**src/rtl/decode_cycle_pkg.sv**
```systemverilog
// Shared RV32I encodings for the fetch/decode/execute slice: opcodes,
// ALU and result-select codes, immediate formats and the ID/EX payload.
package decode_cycle_pkg;

  localparam int XLEN  = 32;
  localparam int NREGS = 32;

  localparam logic [6:0] OP_R   = 7'b0110011;
  localparam logic [6:0] OP_I   = 7'b0010011;
  localparam logic [6:0] OP_LW  = 7'b0000011;
  localparam logic [6:0] OP_SW  = 7'b0100011;
  localparam logic [6:0] OP_BEQ = 7'b1100011;
  localparam logic [6:0] OP_JAL = 7'b1101111;

  typedef enum logic [2:0] {
    ALU_ADD = 3'b000,
    ALU_SUB = 3'b001,
    ALU_AND = 3'b010,
    ALU_OR  = 3'b011,
    ALU_SLT = 3'b101
  } alu_ctrl_e;

  typedef enum logic [1:0] {
    RES_ALU = 2'b00,
    RES_MEM = 2'b01,
    RES_PC4 = 2'b10
  } result_src_e;

  typedef enum logic [2:0] {
    IMM_NONE,
    IMM_I,
    IMM_S,
    IMM_B,
    IMM_J
  } imm_src_e;

  typedef struct packed {
    logic        reg_write;
    result_src_e result_src;
    logic        mem_write;
    logic        jump;
    logic        branch;
    alu_ctrl_e   alu_control;
    logic        alu_src;
  } ctrl_t;

  typedef struct packed {
    ctrl_t             ctrl;
    logic [XLEN-1:0]   rd1;
    logic [XLEN-1:0]   rd2;
    logic [XLEN-1:0]   imm;
    logic [4:0]        rs1;
    logic [4:0]        rs2;
    logic [4:0]        rd;
    logic [XLEN-1:0]   pc;
    logic [XLEN-1:0]   pc_plus4;
  } idex_t;

  // funct3 codes outside add/slt/or/and fall back to add.
  function automatic alu_ctrl_e alu_op(input logic [2:0] funct3, input logic sub);
    case (funct3)
      3'b000:  return sub ? ALU_SUB : ALU_ADD;
      3'b010:  return ALU_SLT;
      3'b110:  return ALU_OR;
      3'b111:  return ALU_AND;
      default: return ALU_ADD;
    endcase
  endfunction

  function automatic logic [XLEN-1:0] imm_extend(input logic [31:7] i, input imm_src_e src);
    case (src)
      IMM_I:   return {{20{i[31]}}, i[31:20]};
      IMM_S:   return {{20{i[31]}}, i[31:25], i[11:7]};
      IMM_B:   return {{19{i[31]}}, i[31], i[7], i[30:25], i[11:8], 1'b0};
      IMM_J:   return {{11{i[31]}}, i[31], i[19:12], i[20], i[30:21], 1'b0};
      default: return '0;
    endcase
  endfunction

endpackage

```
**src/rtl/decode_cycle_if.sv**
```systemverilog
// Decode-stage bus: D-stage instruction/PC and flush in, W-stage write port in,
// registered ID/EX controls and operands out.
interface decode_cycle_if;
  logic [31:0] InstrD;
  logic [31:0] PCD;
  logic [31:0] PCPlus4D;
  logic        FlushE;
  logic        RegWriteW;
  logic [4:0]  RdW;
  logic [31:0] ResultW;

  logic        RegWriteE;
  logic [1:0]  ResultSrcE;
  logic        MemWriteE;
  logic        JumpE;
  logic        BranchE;
  logic [2:0]  ALUControlE;
  logic        ALUSrcE;
  logic [31:0] RD1E;
  logic [31:0] RD2E;
  logic [31:0] ImmExtE;
  logic [4:0]  Rs1E;
  logic [4:0]  Rs2E;
  logic [4:0]  RdE;
  logic [31:0] PCE;
  logic [31:0] PCPlus4E;

  modport master (
    output InstrD, PCD, PCPlus4D, FlushE, RegWriteW, RdW, ResultW,
    input  RegWriteE, ResultSrcE, MemWriteE, JumpE, BranchE, ALUControlE, ALUSrcE,
           RD1E, RD2E, ImmExtE, Rs1E, Rs2E, RdE, PCE, PCPlus4E
  );

  modport slave (
    input  InstrD, PCD, PCPlus4D, FlushE, RegWriteW, RdW, ResultW,
    output RegWriteE, ResultSrcE, MemWriteE, JumpE, BranchE, ALUControlE, ALUSrcE,
           RD1E, RD2E, ImmExtE, Rs1E, Rs2E, RdE, PCE, PCPlus4E
  );
endinterface

```
**src/rtl/decode_cycle_register_file.sv**
```systemverilog
// 31 x XLEN register file (x0 reads zero) with two read ports, one write port
// and a write-to-read bypass so a W-stage result is visible in the same cycle.
module decode_cycle_register_file
  import decode_cycle_pkg::*;
(
  input  logic            clk,
  input  logic            rst,
  input  logic [4:0]      a1,
  input  logic [4:0]      a2,
  output logic [XLEN-1:0] rd1,
  output logic [XLEN-1:0] rd2,
  input  logic            we,
  input  logic [4:0]      a3,
  input  logic [XLEN-1:0] wd
);

  logic [XLEN-1:0] regs [1:NREGS-1];
  logic            wr_hit;

  assign wr_hit = we && (a3 != 5'd0);

  always_ff @(posedge clk or negedge rst) begin
    if (!rst) begin
      for (int i = 1; i < NREGS; i++) regs[i] <= '0;
    end else if (wr_hit) begin
      regs[a3] <= wd;
    end
  end

  always_comb begin
    rd1 = '0;
    rd2 = '0;
    if (a1 != 5'd0) rd1 = (wr_hit && a3 == a1) ? wd : regs[a1];
    if (a2 != 5'd0) rd2 = (wr_hit && a3 == a2) ? wd : regs[a2];
  end

endmodule

```
**src/rtl/decode_cycle.sv**
```systemverilog
// RV32I decode stage: control decode, register read, immediate extension and
// the ID/EX pipeline register (bubble on FlushE).
module decode_cycle
  import decode_cycle_pkg::*;
(
  input  logic          clk,
  input  logic          rst,
  decode_cycle_if.slave bus
);

  logic [31:0]     instr;
  logic [6:0]      opcode;
  logic [4:0]      rs1;
  logic [4:0]      rs2;
  logic [4:0]      rd;
  ctrl_t           ctrl;
  imm_src_e        imm_src;
  logic [XLEN-1:0] rd1;
  logic [XLEN-1:0] rd2;
  idex_t           idex_d;
  idex_t           idex_q;

  assign instr  = bus.InstrD;
  assign opcode = instr[6:0];
  assign rd     = instr[11:7];
  assign rs1    = instr[19:15];
  assign rs2    = instr[24:20];

  // Unknown opcodes, including the all-zero bubble, leave every control at 0.
  always_comb begin
    ctrl    = '0;
    imm_src = IMM_NONE;
    case (opcode)
      OP_R: begin
        ctrl.reg_write   = 1'b1;
        ctrl.alu_control = alu_op(instr[14:12], instr[30]);
      end
      OP_I: begin
        ctrl.reg_write   = 1'b1;
        ctrl.alu_src     = 1'b1;
        ctrl.alu_control = alu_op(instr[14:12], 1'b0);
        imm_src          = IMM_I;
      end
      OP_LW: begin
        ctrl.reg_write  = 1'b1;
        ctrl.result_src = RES_MEM;
        ctrl.alu_src    = 1'b1;
        imm_src         = IMM_I;
      end
      OP_SW: begin
        ctrl.mem_write = 1'b1;
        ctrl.alu_src   = 1'b1;
        imm_src        = IMM_S;
      end
      OP_BEQ: begin
        ctrl.branch      = 1'b1;
        ctrl.alu_control = ALU_SUB;
        imm_src          = IMM_B;
      end
      OP_JAL: begin
        ctrl.jump       = 1'b1;
        ctrl.reg_write  = 1'b1;
        ctrl.result_src = RES_PC4;
        imm_src         = IMM_J;
      end
      default: ;
    endcase
  end

  decode_cycle_register_file u_rf (
    .clk (clk),
    .rst (rst),
    .a1  (rs1),
    .a2  (rs2),
    .rd1 (rd1),
    .rd2 (rd2),
    .we  (bus.RegWriteW),
    .a3  (bus.RdW),
    .wd  (bus.ResultW)
  );

  always_comb begin
    idex_d.ctrl     = ctrl;
    idex_d.rd1      = rd1;
    idex_d.rd2      = rd2;
    idex_d.imm      = imm_extend(instr[31:7], imm_src);
    idex_d.rs1      = rs1;
    idex_d.rs2      = rs2;
    idex_d.rd       = rd;
    idex_d.pc       = bus.PCD;
    idex_d.pc_plus4 = bus.PCPlus4D;
  end

  always_ff @(posedge clk or negedge rst) begin
    if (!rst)            idex_q <= '0;
    else if (bus.FlushE) idex_q <= '0;
    else                 idex_q <= idex_d;
  end

  assign bus.RegWriteE   = idex_q.ctrl.reg_write;
  assign bus.ResultSrcE  = idex_q.ctrl.result_src;
  assign bus.MemWriteE   = idex_q.ctrl.mem_write;
  assign bus.JumpE       = idex_q.ctrl.jump;
  assign bus.BranchE     = idex_q.ctrl.branch;
  assign bus.ALUControlE = idex_q.ctrl.alu_control;
  assign bus.ALUSrcE     = idex_q.ctrl.alu_src;
  assign bus.RD1E        = idex_q.rd1;
  assign bus.RD2E        = idex_q.rd2;
  assign bus.ImmExtE     = idex_q.imm;
  assign bus.Rs1E        = idex_q.rs1;
  assign bus.Rs2E        = idex_q.rs2;
  assign bus.RdE         = idex_q.rd;
  assign bus.PCE         = idex_q.pc;
  assign bus.PCPlus4E    = idex_q.pc_plus4;

endmodule

```
**src/flat_wrapper.sv**
```systemverilog
// flat-port wrapper written by rule: the top's interface ports become plain ports
module decode_cycle_flat import decode_cycle_pkg::*;
  (clk, rst, bus_InstrD, bus_PCD, bus_PCPlus4D, bus_FlushE, bus_RegWriteW, bus_RdW, bus_ResultW, bus_RegWriteE, bus_ResultSrcE, bus_MemWriteE, bus_JumpE, bus_BranchE, bus_ALUControlE, bus_ALUSrcE, bus_RD1E, bus_RD2E, bus_ImmExtE, bus_Rs1E, bus_Rs2E, bus_RdE, bus_PCE, bus_PCPlus4E);
  decode_cycle_if bus_i ();
  input  logic clk;
  input  logic rst;
  input wire logic [$bits(bus_i.InstrD)-1:0] bus_InstrD;
  input wire logic [$bits(bus_i.PCD)-1:0] bus_PCD;
  input wire logic [$bits(bus_i.PCPlus4D)-1:0] bus_PCPlus4D;
  input wire logic [$bits(bus_i.FlushE)-1:0] bus_FlushE;
  input wire logic [$bits(bus_i.RegWriteW)-1:0] bus_RegWriteW;
  input wire logic [$bits(bus_i.RdW)-1:0] bus_RdW;
  input wire logic [$bits(bus_i.ResultW)-1:0] bus_ResultW;
  output wire logic [$bits(bus_i.RegWriteE)-1:0] bus_RegWriteE;
  output wire logic [$bits(bus_i.ResultSrcE)-1:0] bus_ResultSrcE;
  output wire logic [$bits(bus_i.MemWriteE)-1:0] bus_MemWriteE;
  output wire logic [$bits(bus_i.JumpE)-1:0] bus_JumpE;
  output wire logic [$bits(bus_i.BranchE)-1:0] bus_BranchE;
  output wire logic [$bits(bus_i.ALUControlE)-1:0] bus_ALUControlE;
  output wire logic [$bits(bus_i.ALUSrcE)-1:0] bus_ALUSrcE;
  output wire logic [$bits(bus_i.RD1E)-1:0] bus_RD1E;
  output wire logic [$bits(bus_i.RD2E)-1:0] bus_RD2E;
  output wire logic [$bits(bus_i.ImmExtE)-1:0] bus_ImmExtE;
  output wire logic [$bits(bus_i.Rs1E)-1:0] bus_Rs1E;
  output wire logic [$bits(bus_i.Rs2E)-1:0] bus_Rs2E;
  output wire logic [$bits(bus_i.RdE)-1:0] bus_RdE;
  output wire logic [$bits(bus_i.PCE)-1:0] bus_PCE;
  output wire logic [$bits(bus_i.PCPlus4E)-1:0] bus_PCPlus4E;
  assign bus_i.InstrD = bus_InstrD;
  assign bus_i.PCD = bus_PCD;
  assign bus_i.PCPlus4D = bus_PCPlus4D;
  assign bus_i.FlushE = bus_FlushE;
  assign bus_i.RegWriteW = bus_RegWriteW;
  assign bus_i.RdW = bus_RdW;
  assign bus_i.ResultW = bus_ResultW;
  assign bus_RegWriteE = bus_i.RegWriteE;
  assign bus_ResultSrcE = bus_i.ResultSrcE;
  assign bus_MemWriteE = bus_i.MemWriteE;
  assign bus_JumpE = bus_i.JumpE;
  assign bus_BranchE = bus_i.BranchE;
  assign bus_ALUControlE = bus_i.ALUControlE;
  assign bus_ALUSrcE = bus_i.ALUSrcE;
  assign bus_RD1E = bus_i.RD1E;
  assign bus_RD2E = bus_i.RD2E;
  assign bus_ImmExtE = bus_i.ImmExtE;
  assign bus_Rs1E = bus_i.Rs1E;
  assign bus_Rs2E = bus_i.Rs2E;
  assign bus_RdE = bus_i.RdE;
  assign bus_PCE = bus_i.PCE;
  assign bus_PCPlus4E = bus_i.PCPlus4E;
  decode_cycle u_core (.clk(clk), .rst(rst), .bus(bus_i));
endmodule
```
**config.mk**
```make
export PLATFORM = sky130hd
export DESIGN_NAME = decode_cycle_flat
export DESIGN_NICKNAME = d
export VERILOG_FILES = /design/src/rtl/decode_cycle_pkg.sv /design/src/rtl/decode_cycle_if.sv /design/src/rtl/decode_cycle_register_file.sv /design/src/rtl/decode_cycle.sv /design/src/flat_wrapper.sv
export SDC_FILE = /design/constraint.sdc
export NUM_CORES = 2
export LEC_CHECK = 0
export CORE_UTILIZATION = 50
export DETAILED_ROUTE_END_ITERATION = 16
export PLACE_DENSITY = 0.78
export REMOVE_ABC_BUFFERS = 1
export SLEW_MARGIN = 10
export SYNTH_ARGS = -nofsm -noshare
export SYNTH_HDL_FRONTEND = slang
export SYNTH_SLANG_ARGS = --single-unit
```
**constraint.sdc**
```tcl
create_clock -name clk -period 5.4 [get_ports clk]
set_clock_uncertainty 0.1 [all_clocks]
set_input_delay 0.81 -clock clk [delete_from_list [all_inputs] [get_ports clk]]
set_output_delay 0.81 -clock clk [all_outputs]
set_load 0.02 [all_outputs]
```
==> flow_summary.ini <==
[global_routing]
grt_overflow = 0
grt_pass1_vias = 41210
grt_pass1_wl_um = 275600
antenna_found_initial = 10
grt.total_usage_pct = 30.90
grt_max_degree = 135

[final_layout]
postLayoutCoreUtil_pct = 57.63
final_cell_area_sq_um = 67960
final_cells = 5884
nets = 4380
drive_gt1_share_pct = 44.04
area_growth_pct = 14.50

[clock_tree]
clock_sinks = 1165
postCtsSetupRepairBufs = 0
cts_hold_buffers = 0
cts_buffer_depth = 3
h-tree-depth = 3
clock_latency_ps = 740
clk_pin_slew_ps = 60
cts_tree = done
cts_root_buf = clkbuf_16
cts_buffers = 117
cts_resized = 0

[synthesis]
synthCells = 4091
yosysWarnings = 0
synth_ff_type = dfrtp_1
synth_edf_count = 0
ys_types = 75
ys_top_cells_by_area = dfrtp_1 (49%), mux2_2 (21%), mux4_2 (15%)
ys_seq_area_share_pct = 49.12
synth_top_area_share_pct = 49.12
synthesis.area_sq_um = 59350
yosysTopAreaCell = dfrtp_1
syn_area_per_cell_sq_um = 14.51
async_reset_ff_share_pct = 100.0
synth-seq-cells = 1165

[sta]
worst_pin_slew_ps = 1339
min_period_ps = 3890
fin_crit_sh_pct = 72.04
fmax_ghz = 0.2571
slew-limit-headroom_pct = 10.55
slew_viol_final = 0
setup_tns_ps = 0
finalSetupViolCount = 0
finalHoldViolCount = 0
rsz0062_at_grt = no

[power]
p_leak_uw = 0.02901
swShare_pct = 27.11
p_int_uw = 18250
irDropWorstVdd_uv = 288.7
power.share.clock_pct = 34.8
seqPwrFrac_pct = 45.5
p_switching_uw = 6788
power.density_nw_per_um2 = 368.4
pwr-share-comb_pct = 19.7

[setup_path]
worstPathMaxFanout = 18
startpoint_type = input port
reg2reg_depth = 5
critPathKind = input port to register
critPathCaptureType = register
required_ps = 5900
crit_arrival_ps = 4390

[worst_hold_path]
hp-class = input port to async pin

[floorplan]
die_h_um = 346.5
die_area_sq_um = 120100
die_x_um = 346.5
start_util_pct = 50.33
rows = 126
coreArea_sq_um = 117900
pin_count = 322

[route]
drtIter0Drc = 4902
first_pass_iters = 12
routed_wl_um = 185700
avgRoutedWirePerCell_um = 31.57
num_vias = 40170
drc = 1
viasPerCell = 6.827
final_antenna_net_count = 0

[placed_design]
hpwlAfterDp_um = 114100
placed_cells_incl_taps = 5660
gp_congestion = 0.9072
placed_cell_area_sq_um = 63800
io_buffers = 321

[run_status]
violations = design-rule violations
status = complete, but fails checks

[run]
maxCapViolCount = 0
cell usage after synthesis, types with 5 or more instances:
master,number
o21ai_1,24
nand2b_1,6
nor2_1,81
mux2i_1,51
nor3_1,37
inv_1,5
nor3b_1,8
and2_1,14
nand3b_1,5
mux4_2,395
nand2_1,89
buf_6,29
o22ai_1,27
buf_4,54
nor2b_1,111
a211oi_1,7
a22oi_1,115
a221oi_1,89
buf_1,56
a21oi_1,58
buf_2,113
mux4_1,8
o21ai_0,55
mux2_1,6
o31ai_1,39
clkbuf_1,173
a22o_1,26
nor4_1,7
mux2_2,1095
or2_2,5
dfrtp_1,1165
o211ai_1,15
xnor2_1,8
a221o_1,7
nand3_1,34
cell usage in the layout, fill, tap and decap left out, types with 6 or more instances in the layout:
cell,Yosys,routed
a211oi_1,7,7
a21oi_1,58,56
a221o_1,7,7
a221oi_1,89,89
a22o_1,26,26
a22oi_1,115,115
and2_1,14,13
buf_12,2,20
buf_4,54,127
bufinv_16,0,13
clkbuf_1,173,24
clkbuf_16,0,118
clkbuf_8,0,34
clkdlybuf4s50_1,0,308
clkinv_2,0,15
clkinvlp_4,0,8
dfrtp_1,1165,1165
mux2_1,6,6
mux2_2,1095,1095
mux2i_1,51,51
mux4_1,8,8
mux4_2,395,395
nand2_1,89,73
nand2_2,0,13
nand2b_1,6,6
nand3_1,34,34
nor2_1,81,67
nor2_4,0,17
nor2b_1,111,106
nor3_1,37,35
nor3b_1,8,6
nor4_1,7,7
o211ai_1,15,15
o21ai_0,55,55
o21ai_1,24,24
o22ai_1,27,27
o31ai_1,39,39
xnor2_1,8,8
logic make-up after synthesis:
family	share of synthesized area, %
AO/OA/AOI/OAI	6.008
XOR/XNOR	0.1476
buffers and inverters	3.830
flip-flops	49.12
multiplexers	37.24
AND/OR/NAND/NOR	3.660
power by group through the flow:
| stage | sequential [uW] | clock, uW | combinational (uW) |
|---|---|---|---|
| after detailed placement | 11500 | 0 | 4870 |
| after floorplan | 11200 | 0 | 3180 |
| after global routing | 11600 | 9140 | 5220 |
| after global placement | 11300 | 0 | 4740 |
| final | 11400 | 8720 | 4920 |
| after CTS | 11300 | 8800 | 4910 |
registers in the layout (all words and copies together), names as in the netlist:
register,cells
u_core.bus.Rs1E,5
u_core.bus.MemWriteE,1
u_core.bus.PCPlus4E,32
u_core.bus.JumpE,1
u_core.u_rf.regs,992
u_core.bus.ResultSrcE,1
u_core.bus.RdE,5
u_core.bus.ImmExtE,21
u_core.bus.ALUSrcE,1
u_core.bus.PCE,32
u_core.bus.RD2E,32
u_core.bus.RegWriteE,1
u_core.bus.BranchE,1
u_core.bus.Rs2E,5
u_core.bus.RD1E,32
u_core.bus.ALUControlE,3
layer usage:
layer / vias up / part of all wire (%) / GRT usage (%)
li1: 15940 / - / -
met3: 603 / 10 / 7.461
met5: - / 0.032 / 0
met1: 21090 / 37 / 40.06
met4: 8 / 6.1 / 17.17
met2: 2534 / 47 / 47.89
worst paths after layout:
kind | start | to | slack [ps]
setup reg to reg | u_core.u_rf.regs[18]$_DFFE_PN0P_ | u_core.bus.RD1E[18]$_DFF_PN0_ | 3110
max in group asynchronous | rst | u_core.bus.RD1E[31]$_DFF_PN0_ | 3820
hold / removal | rst | u_core.u_rf.regs[487]$_DFFE_PN0P_ | 20
min in group clk | u_core.u_rf.regs[415]$_DFFE_PN0P_ | u_core.u_rf.regs[415]$_DFFE_PN0P_ | 420
setup / recovery | bus_RdW[4] | u_core.u_rf.regs[473]$_DFFE_PN0P_ | 1510
hold reg to reg | u_core.u_rf.regs[415]$_DFFE_PN0P_ | u_core.u_rf.regs[415]$_DFFE_PN0P_ | 420
metrics by stage:
| stage | power, uW | worst slack (ps) | hold slack (ps) |
|---|---|---|---|
| after floorplan | 14380 | 2214 | 371.2 |
| after global placement | 16080 | 1276 | 382.6 |
| after detailed placement | 16350 | 1226 | 406.3 |
| after CTS | 25040 | 1972 | 23.23 |
| after global routing | 25930 | 1637 | 66.11 |
| final | 25040 | 1510 | 18.67 |
layout make-up:
| type | count | area (sq um) |
|---|---|---|
| fillers | 9100 | 49960 |
| flip-flops and latches | 1165 | 29150 |
| multi-input cells | 2489 | 28170 |
| repair buffers | 464 | 4532 |
| clock buffers | 176 | 3511 |
| well taps | 1536 | 1922 |
| clock inverters | 44 | 639.4 |
| inverters | 6 | 22.52 |
| diodes | 4 | 10.01 |
critical path, stage by stage:
cell	delay (ps)
clkdlybuf4s50_1	750
nor3b_1	1120
nand2_2	770
buf_4	560
mux2_2	350
Power figures use the tool's default switching activity.
